[config.mk]
export PLATFORM = sky130hd
export DESIGN_NAME = reg_file_mwnr
export DESIGN_NICKNAME = d
export VERILOG_FILES = /design/src/rtl/reg_file_pkg.sv /design/src/rtl/reg_file_scoreboard.sv /design/src/rtl/reg_file_mwnr.sv
export SDC_FILE = /design/constraint.sdc
export NUM_CORES = 1
export LEC_CHECK = 0
export ABC_AREA = 1
export CORE_UTILIZATION = 40
export CTS_CLUSTER_DIAMETER = 150
export DETAILED_ROUTE_END_ITERATION = 10
export GPL_TIMING_DRIVEN = 1
export PLACE_DENSITY = 0.66
export SLEW_MARGIN = 20
export SYNTH_ARGS = -nofsm -noshare
export SYNTH_HDL_FRONTEND = slang
export SYNTH_SLANG_ARGS = --single-unit
[constraint.sdc]
create_clock -name clk -period 5.8 [get_ports clk]
set_input_delay 0.58 -clock clk [delete_from_list [all_inputs] [get_ports clk]]
set_output_delay 0.58 -clock clk [all_outputs]
set_load 0.02 [all_outputs]
[src/rtl/reg_file_pkg.sv]
// reg_file_pkg: shared byte-lane constants and write-merge helpers for reg_file_mwnr
package reg_file_pkg;
  localparam int BW = 8;
  localparam int MAXNW = 16;
  typedef struct packed {
    logic [BW-1:0] data;
    logic          en;
  } lane_t;
  function automatic logic [BW-1:0] merge_bytes(input logic [BW-1:0] old, input logic [BW-1:0] nw, input logic be);
    return be ? nw : old;
  endfunction
  // Ports are scanned upward so the highest-index enabled writer owns the lane
  function automatic lane_t resolve_writes(input logic [MAXNW-1:0] hit, input logic [MAXNW-1:0][BW-1:0] d);
    lane_t l;
    l = '0;
    for (int p = 0; p < MAXNW; p++) if (hit[p]) l = '{data: d[p], en: 1'b1};
    return l;
  endfunction
endpackage

[src/rtl/reg_file_scoreboard.sv]
// reg_file_scoreboard: per-register busy bits, set by alloc and cleared by writeback
module reg_file_scoreboard #(
  parameter int M = 8,
  parameter int AW = 3,
  parameter int NW = 2,
  parameter int ZERO_REG = 0
) (
  input  logic             clk,
  input  logic             rst,
  input  logic [NW-1:0]    we,
  input  logic [NW*AW-1:0] waddr,
  input  logic             alloc,
  input  logic [AW-1:0]    alloc_addr,
  output logic [M-1:0]     busy,
  output logic [M-1:0]     busy_nxt
);
  localparam logic [AW:0] MV = (AW+1)'(M);
  always_comb begin
    busy_nxt = busy;
    for (int p = 0; p < NW; p++)
      if (we[p] && {1'b0, waddr[p*AW +: AW]} < MV) busy_nxt[waddr[p*AW +: AW]] = 1'b0;
    if (alloc && {1'b0, alloc_addr} < MV) busy_nxt[alloc_addr] = 1'b1;
    if (ZERO_REG != 0) busy_nxt[0] = 1'b0;
  end
  always_ff @(posedge clk or posedge rst)
    if (rst) busy <= '0;
    else busy <= busy_nxt;
endmodule

[src/rtl/reg_file_mwnr.sv]
// reg_file_mwnr: NW-write/NR-read register file with byte enables, bypass and busy scoreboard
module reg_file_mwnr import reg_file_pkg::*; #(
  parameter int M = 8,
  parameter int N = 8,
  parameter int NR = 2,
  parameter int NW = 2,
  parameter int READ_REG = 1,
  parameter int BYPASS = 1,
  parameter int ZERO_REG = 0,
  localparam int AW = $clog2(M),
  localparam int NB = N / BW
) (
  input  logic             clk,
  input  logic             rst,
  input  logic [NW-1:0]    we,
  input  logic [NW*AW-1:0] waddr,
  input  logic [NW*N-1:0]  wdata,
  input  logic [NW*NB-1:0] wbe,
  input  logic [NR-1:0]    re,
  input  logic [NR*AW-1:0] raddr,
  output logic [NR*N-1:0]  rdata,
  output logic [NR-1:0]    rvalid,
  output logic [NR-1:0]    rbusy,
  input  logic             alloc,
  input  logic [AW-1:0]    alloc_addr,
  output logic [M-1:0]     busy
);
  localparam logic [AW:0] MV = (AW+1)'(M);
  logic [N-1:0] mem [M];
  logic [N-1:0] nxt [M];
  logic [M-1:0] busy_nxt;
  logic [MAXNW-1:0] hit;
  logic [MAXNW-1:0][BW-1:0] d;
  lane_t lane;
  logic [AW-1:0] a;
  logic [NR*N-1:0] val;
  logic [NR-1:0] rb;
  reg_file_scoreboard #(.M(M), .AW(AW), .NW(NW), .ZERO_REG(ZERO_REG)) u_sb (
    .clk(clk), .rst(rst), .we(we), .waddr(waddr), .alloc(alloc), .alloc_addr(alloc_addr),
    .busy(busy), .busy_nxt(busy_nxt)
  );
  always_comb begin
    hit = '0;
    d = '0;
    lane = '0;
    for (int i = 0; i < M; i++) begin
      nxt[i] = mem[i];
      for (int b = 0; b < NB; b++) begin
        hit = '0;
        d = '0;
        for (int p = 0; p < NW; p++) begin
          hit[p] = we[p] && waddr[p*AW +: AW] == AW'(i) && wbe[p*NB + b];
          d[p] = wdata[p*N + b*BW +: BW];
        end
        lane = resolve_writes(hit, d);
        nxt[i][b*BW +: BW] = merge_bytes(mem[i][b*BW +: BW], lane.data, lane.en);
      end
      if (ZERO_REG != 0 && i == 0) nxt[i] = '0;
    end
  end
  always_ff @(posedge clk or posedge rst)
    if (rst) mem <= '{default: '0};
    else mem <= nxt;
  always_comb begin
    val = '0;
    rb = '0;
    a = '0;
    for (int r = 0; r < NR; r++) begin
      a = raddr[r*AW +: AW];
      if ({1'b0, a} < MV && !(ZERO_REG != 0 && a == '0)) val[r*N +: N] = BYPASS != 0 ? nxt[a] : mem[a];
      if ({1'b0, a} < MV) rb[r] = BYPASS != 0 ? busy_nxt[a] : busy[a];
    end
  end
  if (READ_REG != 0) begin : g_reg
    always_ff @(posedge clk or posedge rst)
      if (rst) begin
        rdata <= '0;
        rvalid <= '0;
        rbusy <= '0;
      end else begin
        rvalid <= re;
        rbusy <= rb & re;
        for (int r = 0; r < NR; r++) if (re[r]) rdata[r*N +: N] <= val[r*N +: N];
      end
  end else begin : g_comb
    always_comb begin
      rdata = rst ? '0 : val;
      rvalid = rst ? '0 : re;
      rbusy = rst ? '0 : rb;
    end
  end
endmodule

Word-level counts from Yosys, hierarchy flattened
Index checks and enable logic that the tools add are counted.

storage, ports and cells
  register bits after elaboration = 92
  input bits = 40
  output and inout bits = 28
  logic and storage cells = 125

cells by class
  $lt $le $gt $ge = 10
  eq/ne operators = 14
  muxes and demuxes = 43
  bitwise logic cells = 8
  reductions and logical operators = 37

operator list
  cell                                                  number
  2-to-1 mux 9 bit                                      16
  2-to-1 mux 8 bit                                      15
  binary-select mux 8 bit (select 3 bit)                2
  logical AND 1 bit                                     35
  equality test 3 bit (second input constant)           8
  < comparator 3 x 4 -> 1 bit (second input constant)   5
  AND 8 bit                                             2
  inverter 8 bit                                        2
  equality test 3 x 2 -> 1 bit (second input constant)  4
  demux 1 bit (select 3 bit)                            3
  >= comparator 3 x 1 -> 1 bit (second input constant)  3
  >= comparator 4 bit (second input constant)           2
  inverter 3 -> 4 bit                                   2
  OR 8 bit                                              1
  binary-select mux 1 bit (select 3 bit)                2
  equality test 3 x 1 -> 1 bit (second input constant)  2
  zero test 3 bit                                       2
  2-to-1 mux 1 bit                                      5
  AND 2 bit                                             1

Depth between registers and ports, before layout
Gate-level depths: netlist of run 1.

  depth in word-level cells = 14
  gate-level depth with buffers = 12
  gate-level depth less buffers = 12

Hierarchy
A second synthesis of run 1 with hierarchy kept.

unflattened totals
  cells, all modules = 903
  area, all modules = 6148.4 µm²

by module, submodules not included
  module               instances  cells an instance  area an instance (µm²)  seq. area each (µm²)
  reg_file_mwnr        1          827                5644.2                  2102.0
  reg_file_scoreboard  1          76                 504.2                   200.2

Worst setup path before layout of run 1
No wires, ideal clock.

  kind = input -> register
  start point = input port waddr[3]
  end point = register rdata[13]
  setup time = 118 ps
  arrival = 1653 ps
  required time = 5682 ps
  path slack = 4029 ps
  cell stages on the path = 9
  path buffers = 1
  cells stage by stage = nor2_2 -> nand3_2 -> buf_2 -> nand3_1 -> nand4_1 -> nand3_1 -> nand3_1 -> nand3_1 -> nand2_1

between the ends
  longest elaborated chain between the ends = 8
  elaborated cells on any way between the ends = 43
  classes of those cells = eq/ne (7); mux (19); reduce/logical (17)

RTL lines
  element                                                  line                 text
  start: declaration                                       reg_file_mwnr.sv:16  input logic [NW*AW-1:0] waddr,
  equality test 3 bit, or another cell as far along        reg_file_mwnr.sv:52  hit[p] = we[p] && waddr[p*AW +: AW] == AW'(i) && wbe[p*NB + b];
  logical AND 1 bit (2 in a row)                           reg_file_mwnr.sv:52
  2-to-1 mux 9 bit                                         reg_file_pkg.sv:16   for (int p = 0; p < MAXNW; p++) if (hit[p]) l = '{data: d[p], en: 1'b1};
  2-to-1 mux 8 bit                                         reg_file_pkg.sv:10   return be ? nw : old;
  binary-select mux 8 bit (select 3 bit) (*)               reg_file_mwnr.sv:70  if ({1'b0, a} < MV && !(ZERO_REG != 0 && a == '0)) val[r*N +: N] = BYPASS != 0 ? nxt[a] : mem[a];
  2-to-1 mux 8 bit (not written as such) (*) (2 in a row)  reg_file_mwnr.sv:70
  end signal: assignment                                   reg_file_mwnr.sv:77  rdata <= '0;
  end: declaration                                         reg_file_mwnr.sv:21  output logic [NR*N-1:0] rdata,

Every way passes the cells marked *; elsewhere a longest branch is shown, timed or not. The select of a mux whose other input is x is not followed.
A chain may end at the register's enable or synchronous reset.

Worst setup path after layout of run 1
  start point = input port wbe[1]
  end point = register rdata[1]

between the ends
  longest elaborated chain between the ends = 6
  elaborated cells on any way between the ends = 27
  classes of those cells = mux (19); reduce/logical (8)

RTL lines
  element                                                  line                 text
  start: declaration                                       reg_file_mwnr.sv:18  input logic [NW*NB-1:0] wbe,
  logical AND 1 bit                                        reg_file_mwnr.sv:52
  2-to-1 mux 9 bit                                         reg_file_pkg.sv:16
  2-to-1 mux 8 bit                                         reg_file_pkg.sv:10
  binary-select mux 8 bit (select 3 bit) (*)               reg_file_mwnr.sv:70
  2-to-1 mux 8 bit (not written as such) (*) (2 in a row)  reg_file_mwnr.sv:70

Marked as above.

==> flow_summary.json, run 1 <==
{
  "clockRootBuffer": "clkbuf_16",
  "clk_pin_slew_ns": 0.06,
  "slew_headroom_pct": 47.0,
  "hold_class": "register to register",
  "min_to": "rdata[3]$_DFFE_PP0P_",
  "layout_commonest_cell": "nand3_1",
  "instances_no_fill": 1065,
  "yosysWarnings": 0,
  "leakagePower_nw": 3.26,
  "fill_cells": 1490,
  "arrival_ns": 3.05,
  "critPathMaxFanout": 18,
  "dr.pass1.iters": 6,
  "ant_nets": 0,
  "setup_viol": 0,
  "wl_per_cell_um": 21.0,
  "numPortBuffers": 67,
  "fin_total_pwr_mw": 2.10,
  "grtUsageTotal_pct": 29.9,
  "drt-initial-drc-count": 963,
  "yosysSeqAreaShare_pct": 38.8,
  "synth.top_cell.area_share_pct": 38.8,
  "netlist_area_um2": 5940,
  "drv_cap": 0,
  "final_core_util_pct": 48.1,
  "drt_wl_total_mm": 22.3,
  "synthMuxAreaShare_pct": 0,
  "grt_max_degree": 51,
  "cts_sinks": 92,
  "place_congestion": 0.894,
  "hold_buffers": 0,
  "cts_max_level": 3,
  "ir_drop_v": 0.000180,
  "regToRegSetupSlack_ns": 4.52,
  "die_h_um": 124,
  "post-dp-hpwl_mm": 15.4,
  "num_vias": 6755,
  "synth_xor_area_share_pct": 0,
  "critPathKind": "input pin to register",
  "core-area_um2": 14500,
  "grt_antenna_before_repair": 0,
  "path_buf_inv": 2,
  "worstHoldStart": "rdata[3]$_DFFE_PP0P_",
  "required_ns": 6.04,
  "rsz0062_at_grt": "false",
  "drc": 0,
  "yosys.area.top_type": "dfrtp_1",
  "slew_viol_final": 0,
  "r2r_end": "rdata[7]$_DFFE_PP0P_",
  "final_net_count": 916,
  "path_delay_family": "simple AND/OR/NAND/NOR gates",
  "finalCriticalPeriod_ns": 2.81,
  "power.density_nw_per_um2": 300,
  "post-place-ws_ns": 2.76,
  "syn2layout_area_growth_pct": 17.8,
  "num_rows": 44,
  "post-place-cells": 1049,
  "synthTopCellsByArea": "dfrtp_1 39%, nand3_1 27%, nand4_1 11%",
  "synthAdderAreaFrac_pct": 0,
  "worstPathCellList": "clkdlybuf4s50_1 -> nand3_2 -> clkinv_1 -> nand2_1 -> nand4_1 -> nand3_1 -> nand3_1 -> nand3_1 -> nand2_1",
  "die_w_um": 124,
  "antennaDiodeCount": 0,
  "min_path_cells": 2,
  "syn_inst": 840,
  "final_cell_mix": "319 x nand3_1, 172 x nand2_1, 109 x nand4_1",
  "grt_overflow": 0,
  "die_area_um2": 15300,
  "placedInstanceArea_um2": 6680,
  "ys_ff_latch": 92,
  "synth_nets": 880,
  "startpoint_type": "input pin",
  "skew_ns": 0.0100,
  "postCtsResizedCells": 0,
  "synth_cell_types": 24,
  "reg2regPathDepth": 6,
  "worst_slack_ns": 2.99,
  "grt_pass1_vias": 6045,
  "postCtsSetupBuffers": 0,
  "start_util_pct": 40.9,
  "hold_ws_ns": 0.487,
  "drive_gt1_share_pct": 5.56,
  "cts_tree": "built",
  "hold_viol": 0,
  "cp-end-kind": "register",
  "synth_top_family_by_area": "simple AND/OR/NAND/NOR gates",
  "tightest_slew_ns": 0.795,
  "avgSynthCellArea_um2": 7.07,
  "critPathSlowestCell": "clkdlybuf4s50_1",
  "synthSimpleGateAreaFrac_pct": 52.7,
  "ioPinCount": 68,
  "grt_pass1_wl_mm": 33.9,
  "vias_per_cell": 6.34,
  "cpPeakStageDelay_ns": 0.71,
  "final.setup.tns_ns": 0,
  "cts-buffers-inserted": 9,
  "clock_path_buffers": 2,
  "synth_compound_area_share_pct": 1.90,
  "finalCritPeriodShare_pct": 48.4,
  "fmax_mhz": 356,
  "crit_top_cell": "nand3_1",
  "final_area_um2": 7000,
  "r2r-start": "mem[31]$_DFF_PP0_",
  "status": "finished clean",
  "worst_skew_pair.late_latency_ns": 0.36
}
routing by layer:
layer	wire length (µm)	up-vias	track usage, %
met5	0	-	0
met4	722	0	12.1
met3	2210	63	6.32
li1	-	3109	-
met2	9970	407	45.0
met1	9430	3176	41.7
worst max path at each step:
stage | start | endpoint | slack (ns) | depth (start not counted)
after floorplan | rst | mem[0]$_DFF_PP0_ | 2.83 | 1
after global placement | wbe[0] | rdata[7]$_DFFE_PP0P_ | 2.80 | 9
after detailed placement | wbe[1] | rdata[2]$_DFFE_PP0P_ | 2.76 | 9
after CTS | wbe[1] | rdata[1]$_DFFE_PP0P_ | 3.11 | 9
after global routing | wbe[1] | rdata[7]$_DFFE_PP0P_ | 2.85 | 9
final | wbe[1] | rdata[1]$_DFFE_PP0P_ | 2.99 | 9
state kept, by name, indices dropped and copies added (netlist names):
| register | flops |
|---|---|
| rdata | 16 |
| u_sb.busy | 8 |
| mem | 64 |
| rvalid | 2 |
| rbusy | 2 |
worst register-to-register path: cells and delay by family, from the launching register on:
family	cells	cell delay (ns)
AND/OR/NAND/NOR	6	0.80
flip-flops	1	0.36
area by class of cell:
cell class	count	area, µm²	share of cell area, %
Multi-Input combinational cell	650	3240	46.4
Sequential cell	92	2300	32.9
Timing Repair Buffer	72	708	10.1
Clock buffer	12	246	3.52
Tap cell	184	230	3.29
Inverter	51	194	2.77
Clock inverter	4	72.6	1.04
cell usage after synthesis, drive strengths merged:
master,count
a21oi,3
buf,25
clkbuf,22
clkinv,5
dfrtp,92
inv,46
nand2,173
nand3,329
nand4,109
nor2,19
o211ai,5
o21a,1
o21ai,9
o31ai,1
or2,1
kinds of logic (layout without fill, tap and decap cells):
| kind of cell | Yosys count | count (layout) |
|---|---|---|
| AND/OR/NAND/NOR | 631 | 631 |
| buffers and inverters | 98 | 139 |
| flip-flops | 92 | 92 |
| AO/OA/AOI/OAI | 19 | 19 |
where the power goes:
group | leakage, nW | internal (mW) | total (mW) | switching (mW)
Sequential | 1.14 | 0.773 | 0.825 | 0.0522
Clock | 0.153 | 0.390 | 0.650 | 0.261
Combinational | 1.96 | 0.235 | 0.622 | 0.387
Note: power is estimated with default switching activity, not from simulation.
==> run 2, diff against run 1 <==
--- a/config.mk
+++ b/config.mk
@@ -10,7 +10,7 @@
 export CTS_CLUSTER_DIAMETER = 150
 export DETAILED_ROUTE_END_ITERATION = 10
 export GPL_TIMING_DRIVEN = 1
-export PLACE_DENSITY = 0.66
+export PLACE_DENSITY = 0.68
 export SLEW_MARGIN = 20
 export SYNTH_ARGS = -nofsm -noshare
 export SYNTH_HDL_FRONTEND = slang
==> constraint.sdc (replaced) <==
create_clock -name clk -period 2.3 [get_ports clk]
set_input_delay 0.23 -clock clk [delete_from_list [all_inputs] [get_ports clk]]
set_output_delay 0.23 -clock clk [all_outputs]
set_load 0.02 [all_outputs]
==> flow_summary.json, run 2 (synthesized netlist as in run 1, its figures left out) <==
{
  "grt_pass1_wl_mm": 34.4,
  "status": "finished clean",
  "final_net_count": 977,
  "slew_viol_final": 0,
  "grtUsageTotal_pct": 30.2,
  "postCtsResizedCells": 0,
  "slew_headroom_pct": 61.2,
  "hold_buffers": 0,
  "drt_wl_total_mm": 22.0,
  "drt-initial-drc-count": 1067,
  "cts_max_level": 3,
  "num_rows": 44,
  "drv_cap": 0,
  "critPathKind": "input pin to register",
  "core-area_um2": 14500,
  "regToRegSetupSlack_ns": 1.08,
  "grt_overflow": 0,
  "arrival_ns": 2.31,
  "power_frac_seq_pct": 39.5,
  "ioPinCount": 68,
  "leakagePower_nw": 3.56,
  "dr.pass1.iters": 7,
  "drive_gt1_share_pct": 11.9,
  "finalCritPeriodShare_pct": 87.3,
  "grt_antenna_before_repair": 0,
  "ir_drop_v": 0.000374,
  "power_frac_comb_pct": 31.7,
  "hold_viol": 0,
  "tightest_slew_ns": 0.581,
  "post-place-ws_ns": -0.00542,
  "worstPathCellList": "clkdlybuf4s50_1 -> nand2_1 -> nor2_1 -> nand2_1 -> inv_1 -> nand2_1 -> nand4_1 -> nand3_1 -> nand3_1 -> nand3_1 -> nand2_1",
  "die_area_um2": 15300,
  "power.density_nw_per_um2": 697,
  "swShare_pct": 35.8,
  "critPathMaxFanout": 7,
  "rsz0062_at_grt": "false",
  "wl_per_cell_um": 19.5,
  "post-dp-hpwl_mm": 16.2,
  "largest_register_ffs": 64,
  "fill_cells": 1453,
  "final_area_um2": 7540,
  "final.setup.tns_ns": 0,
  "postCtsSetupBuffers": 0,
  "grt_max_degree": 93,
  "fin_total_pwr_mw": 5.25,
  "cp-end-kind": "register",
  "startpoint_type": "input pin",
  "p_int_mw": 3.37,
  "instances_no_fill": 1126,
  "numPortBuffers": 67,
  "hold_class": "input pin to asynchronous set/reset pin",
  "required_ns": 2.60,
  "syn2layout_area_growth_pct": 26.9,
  "clockRootBuffer": "clkbuf_16",
  "die_h_um": 124,
  "cts-buffers-inserted": 9,
  "p_clk_share_pct": 28.8,
  "regMostFlops": "mem",
  "post-place-cells": 1110,
  "reg_top3": "mem: 64 flops, rdata: 16 flops, u_sb.busy: 8 flops",
  "cpPeakStageDelay_ns": 0.60,
  "layout_commonest_cell": "nand3_1",
  "num_vias": 6825,
  "ant_nets": 0,
  "place_congestion": 0.944,
  "finalCriticalPeriod_ns": 2.01,
  "drc": 0,
  "skew_ns": 0.0142,
  "crit_top_cell": "nand2_1",
  "grt_pass1_vias": 6288,
  "clk_pin_slew_ns": 0.08,
  "worst_slack_ns": 0.291,
  "antennaDiodeCount": 0,
  "cts_sinks": 92,
  "cts_tree": "built",
  "vias_per_cell": 6.06,
  "worst_skew_pair.late_latency_ns": 0.37,
  "clock_path_buffers": 2,
  "die_w_um": 124,
  "fmax_mhz": 498,
  "placedInstanceArea_um2": 7250,
  "start_util_pct": 40.9,
  "final_cell_mix": "319 x nand3_1, 172 x nand2_1, 109 x nand4_1",
  "critPathSlowestCell": "clkdlybuf4s50_1",
  "switching_power_mw": 1.88,
  "setup_viol": 0
}
## run 2: cell types whose count changed in the layout (fill, tap and decap cells not counted)
cell | before | now
clkbuf_1 | 2 | 0
buf_4 | 5 | 57
clkinv_4 | 0 | 1
clkbuf_8 | 1 | 0
inv_4 | 1 | 0
clkinv_2 | 1 | 0
clkinvlp_4 | 1 | 2
bufinv_16 | 2 | 0
inv_8 | 0 | 1
inv_6 | 0 | 4
buf_12 | 0 | 9
## run 2: power groups by stage
stage	clock [mW]	sequential, mW	combinational [mW]
final	1.51	2.07	1.66
after global routing	1.58	2.11	1.82
after CTS	1.51	2.08	1.64
after detailed placement	0	2.10	1.64
after global placement	0	2.10	1.62
after floorplan	0	2.16	0.931
## run 2: through the flow
stage	hold slack [ns]	utilization (%)
final	0.324	51.9
after global routing	0.424	51.9
after CTS	0.392	51.9
after detailed placement	0.470	49.9
after global placement	0.469	49.9
after floorplan	0.261	-
## run 2: critical path, delay by kind of cell
kind | cells | cell delay (ns)
and+or+nand+nor | 9 | 1.19
buffers and inverters | 2 | 0.88
## run 2: area by class of cell
| cell class | count | area, µm² | area share [%] |
|---|---|---|---|
| Multi-Input combinational cell | 650 | 3240 | 43.0 |
| Inverter | 51 | 195 | 2.59 |
| Clock buffer | 9 | 225 | 2.99 |
| Timing Repair Buffer | 133 | 1280 | 17.0 |
| Sequential cell | 92 | 2300 | 30.5 |
| Tap cell | 184 | 230 | 3.05 |
| Clock inverter | 7 | 62.6 | 0.830 |
## run 2: path summary, 6_finish.rpt
kind | cells past startpoint | to | startpoint
max | 11 | rdata[15]$_DFFE_PP0P_ | waddr[4]
min | 3 | mem[58]$_DFF_PP0_ | rst
max reg2reg | 7 | rbusy[1]$_DFF_PP0_ | u_sb.busy[7]$_DFF_PP0_
min reg2reg | 2 | rdata[15]$_DFFE_PP0P_ | rdata[15]$_DFFE_PP0P_
max in group asynchronous | 3 | mem[47]$_DFF_PP0_ | rst
min in group clk | 1 | rvalid[0]$_DFF_PP0_ | re[0]
## run 2: per-layer routing
layer  part of all wire (%)  track usage [%]  wire length [µm]  vias to the layer above
li1                       -                -                 -                     3237
met1                     43             42.2              9430                     3201
met2                     45             46.0              9910                      334
met3                    8.9             5.13              1960                       53
met4                    3.1             12.3               674                        0
met5                      0                0                 0                        -
==> edit (config.mk and constraints of run 2) <==
Set the parameter `N` to 9 (it was 8).
--- a/src/rtl/reg_file_mwnr.sv
+++ b/src/rtl/reg_file_mwnr.sv
@@ -1,7 +1,7 @@
 // reg_file_mwnr: NW-write/NR-read register file with byte enables, bypass and busy scoreboard
 module reg_file_mwnr import reg_file_pkg::*; #(
   parameter int M = 8,
-  parameter int N = 8,
+  parameter int N = 9,
   parameter int NR = 2,
   parameter int NW = 2,
   parameter int READ_REG = 1,
Interface: changed (resized rdata and wdata); port bits go from 68 to 72. No check against the original RTL was run, so the function may have changed too.
==> edit against run 2 <==
Sequential cell count stayed put; final area is 2.0% higher; global-route usage is 0.58 points lower; hold slack worse by 0.022 ns; non-clock buffer count is 22 higher; power is 2.0% higher; synthesized cell count is 0.36% higher; setup slack better by 0.044 ns; synthesized area is 0.32% higher; wire length is 1.6% lower; critical endpoint unchanged; highest routed layer unchanged.
==> edit: results (changes against run 2) <==
[outcome]
status = finished clean  ; unchanged

[grt]
grt_usage_pct = 29.6  ; was 30.2%
first_global_vias = 6550  ; was 6288

[power]
vdd_ir_drop_max_mv = 0.604  ; was 0.374 mV
p_seq_share_pct = 38.5  ; was 39.5%
p_comb_share_pct = 30.7  ; was 31.7%
leakagePower_nw = 3.66  ; was 3.56 nW

[cells_and_area]
num-fill-cells = 1424  ; was 1453
fin_nets = 1003  ; was 977

[drt]
wl_um = 21600  ; was 22000 um
first_iter_violations = 1063  ; was 1067

[place]
dp_hpwl_um = 15800  ; was 16200 um
place.gp.congestion = 0.916  ; was 0.944
placed_cells = 1134  ; was 1110
preCtsSetupSlack_ns = 0.0202  ; was -0.00542 ns

[critical_path]
worst_r2r_endpoint = rbusy[0]  ; was rbusy[1]
crit_fanout = 10  ; was 7
slowest_delay_ns = 0.57  ; was 0.60 ns
cp-startpoint = waddr[1]  ; was waddr[4]
timing.rr.start = u_sb.busy[0]  ; was u_sb.busy[7]
regToRegSetupSlack_ns = 0.97  ; was 1.08 ns
arrival_ns = 2.26  ; was 2.31 ns
reg2reg_depth = 6  ; was 7

[logic_synthesis]
synth-compound-area-share_pct = 1.89  ; was 1.90%
synthTopCellsByCount = nand3_1, nand2_1, nand4_1, dfrtp_1, inv_1  ; unchanged
synth_cells = 843  ; was 840

[timing]
slew_headroom_pct = 60.8  ; was 61.2%
whs_ns = 0.302  ; was 0.324 ns
max_freq_mhz = 509  ; was 498 MHz
skew_ns = 0.00856  ; was 0.0142 ns

==> edit: worst max-delay path by stage <==
stage / to
floorplan: rdata[10]
global placement: rdata[5]
detailed placement: rdata[16]
CTS: rdata[15]
global route: rdata[16]
finish: rdata[15]
==> edit: cell type report <==
class	instances	area, um^2	area share, %
Clock buffer	10	229	2.98
Clock inverter	6	88.8	1.16
Inverter	51	195	2.54
Multi-Input combinational cell	652	3250	42.3
Sequential cell	92	2300	29.9
Tap cell	184	230	2.99
Timing Repair Buffer	155	1390	18.1
==> edit: cell families (layout without fill, tap and decap cells) <==
family,count (synthesis),after routing
flops,92,92
compound gates,19,19
buf+inv,100,222
simple gates,631,631
other cells,1,2
==> edit: layer usage <==
metal	global-route usage (%)	vias to the layer above	wire length, um
met1	40.3	3294	8940
li1	-	3273	-
met3	6.46	54	2250
met5	0	-	0
met2	45.0	396	9720
met4	12.7	0	704
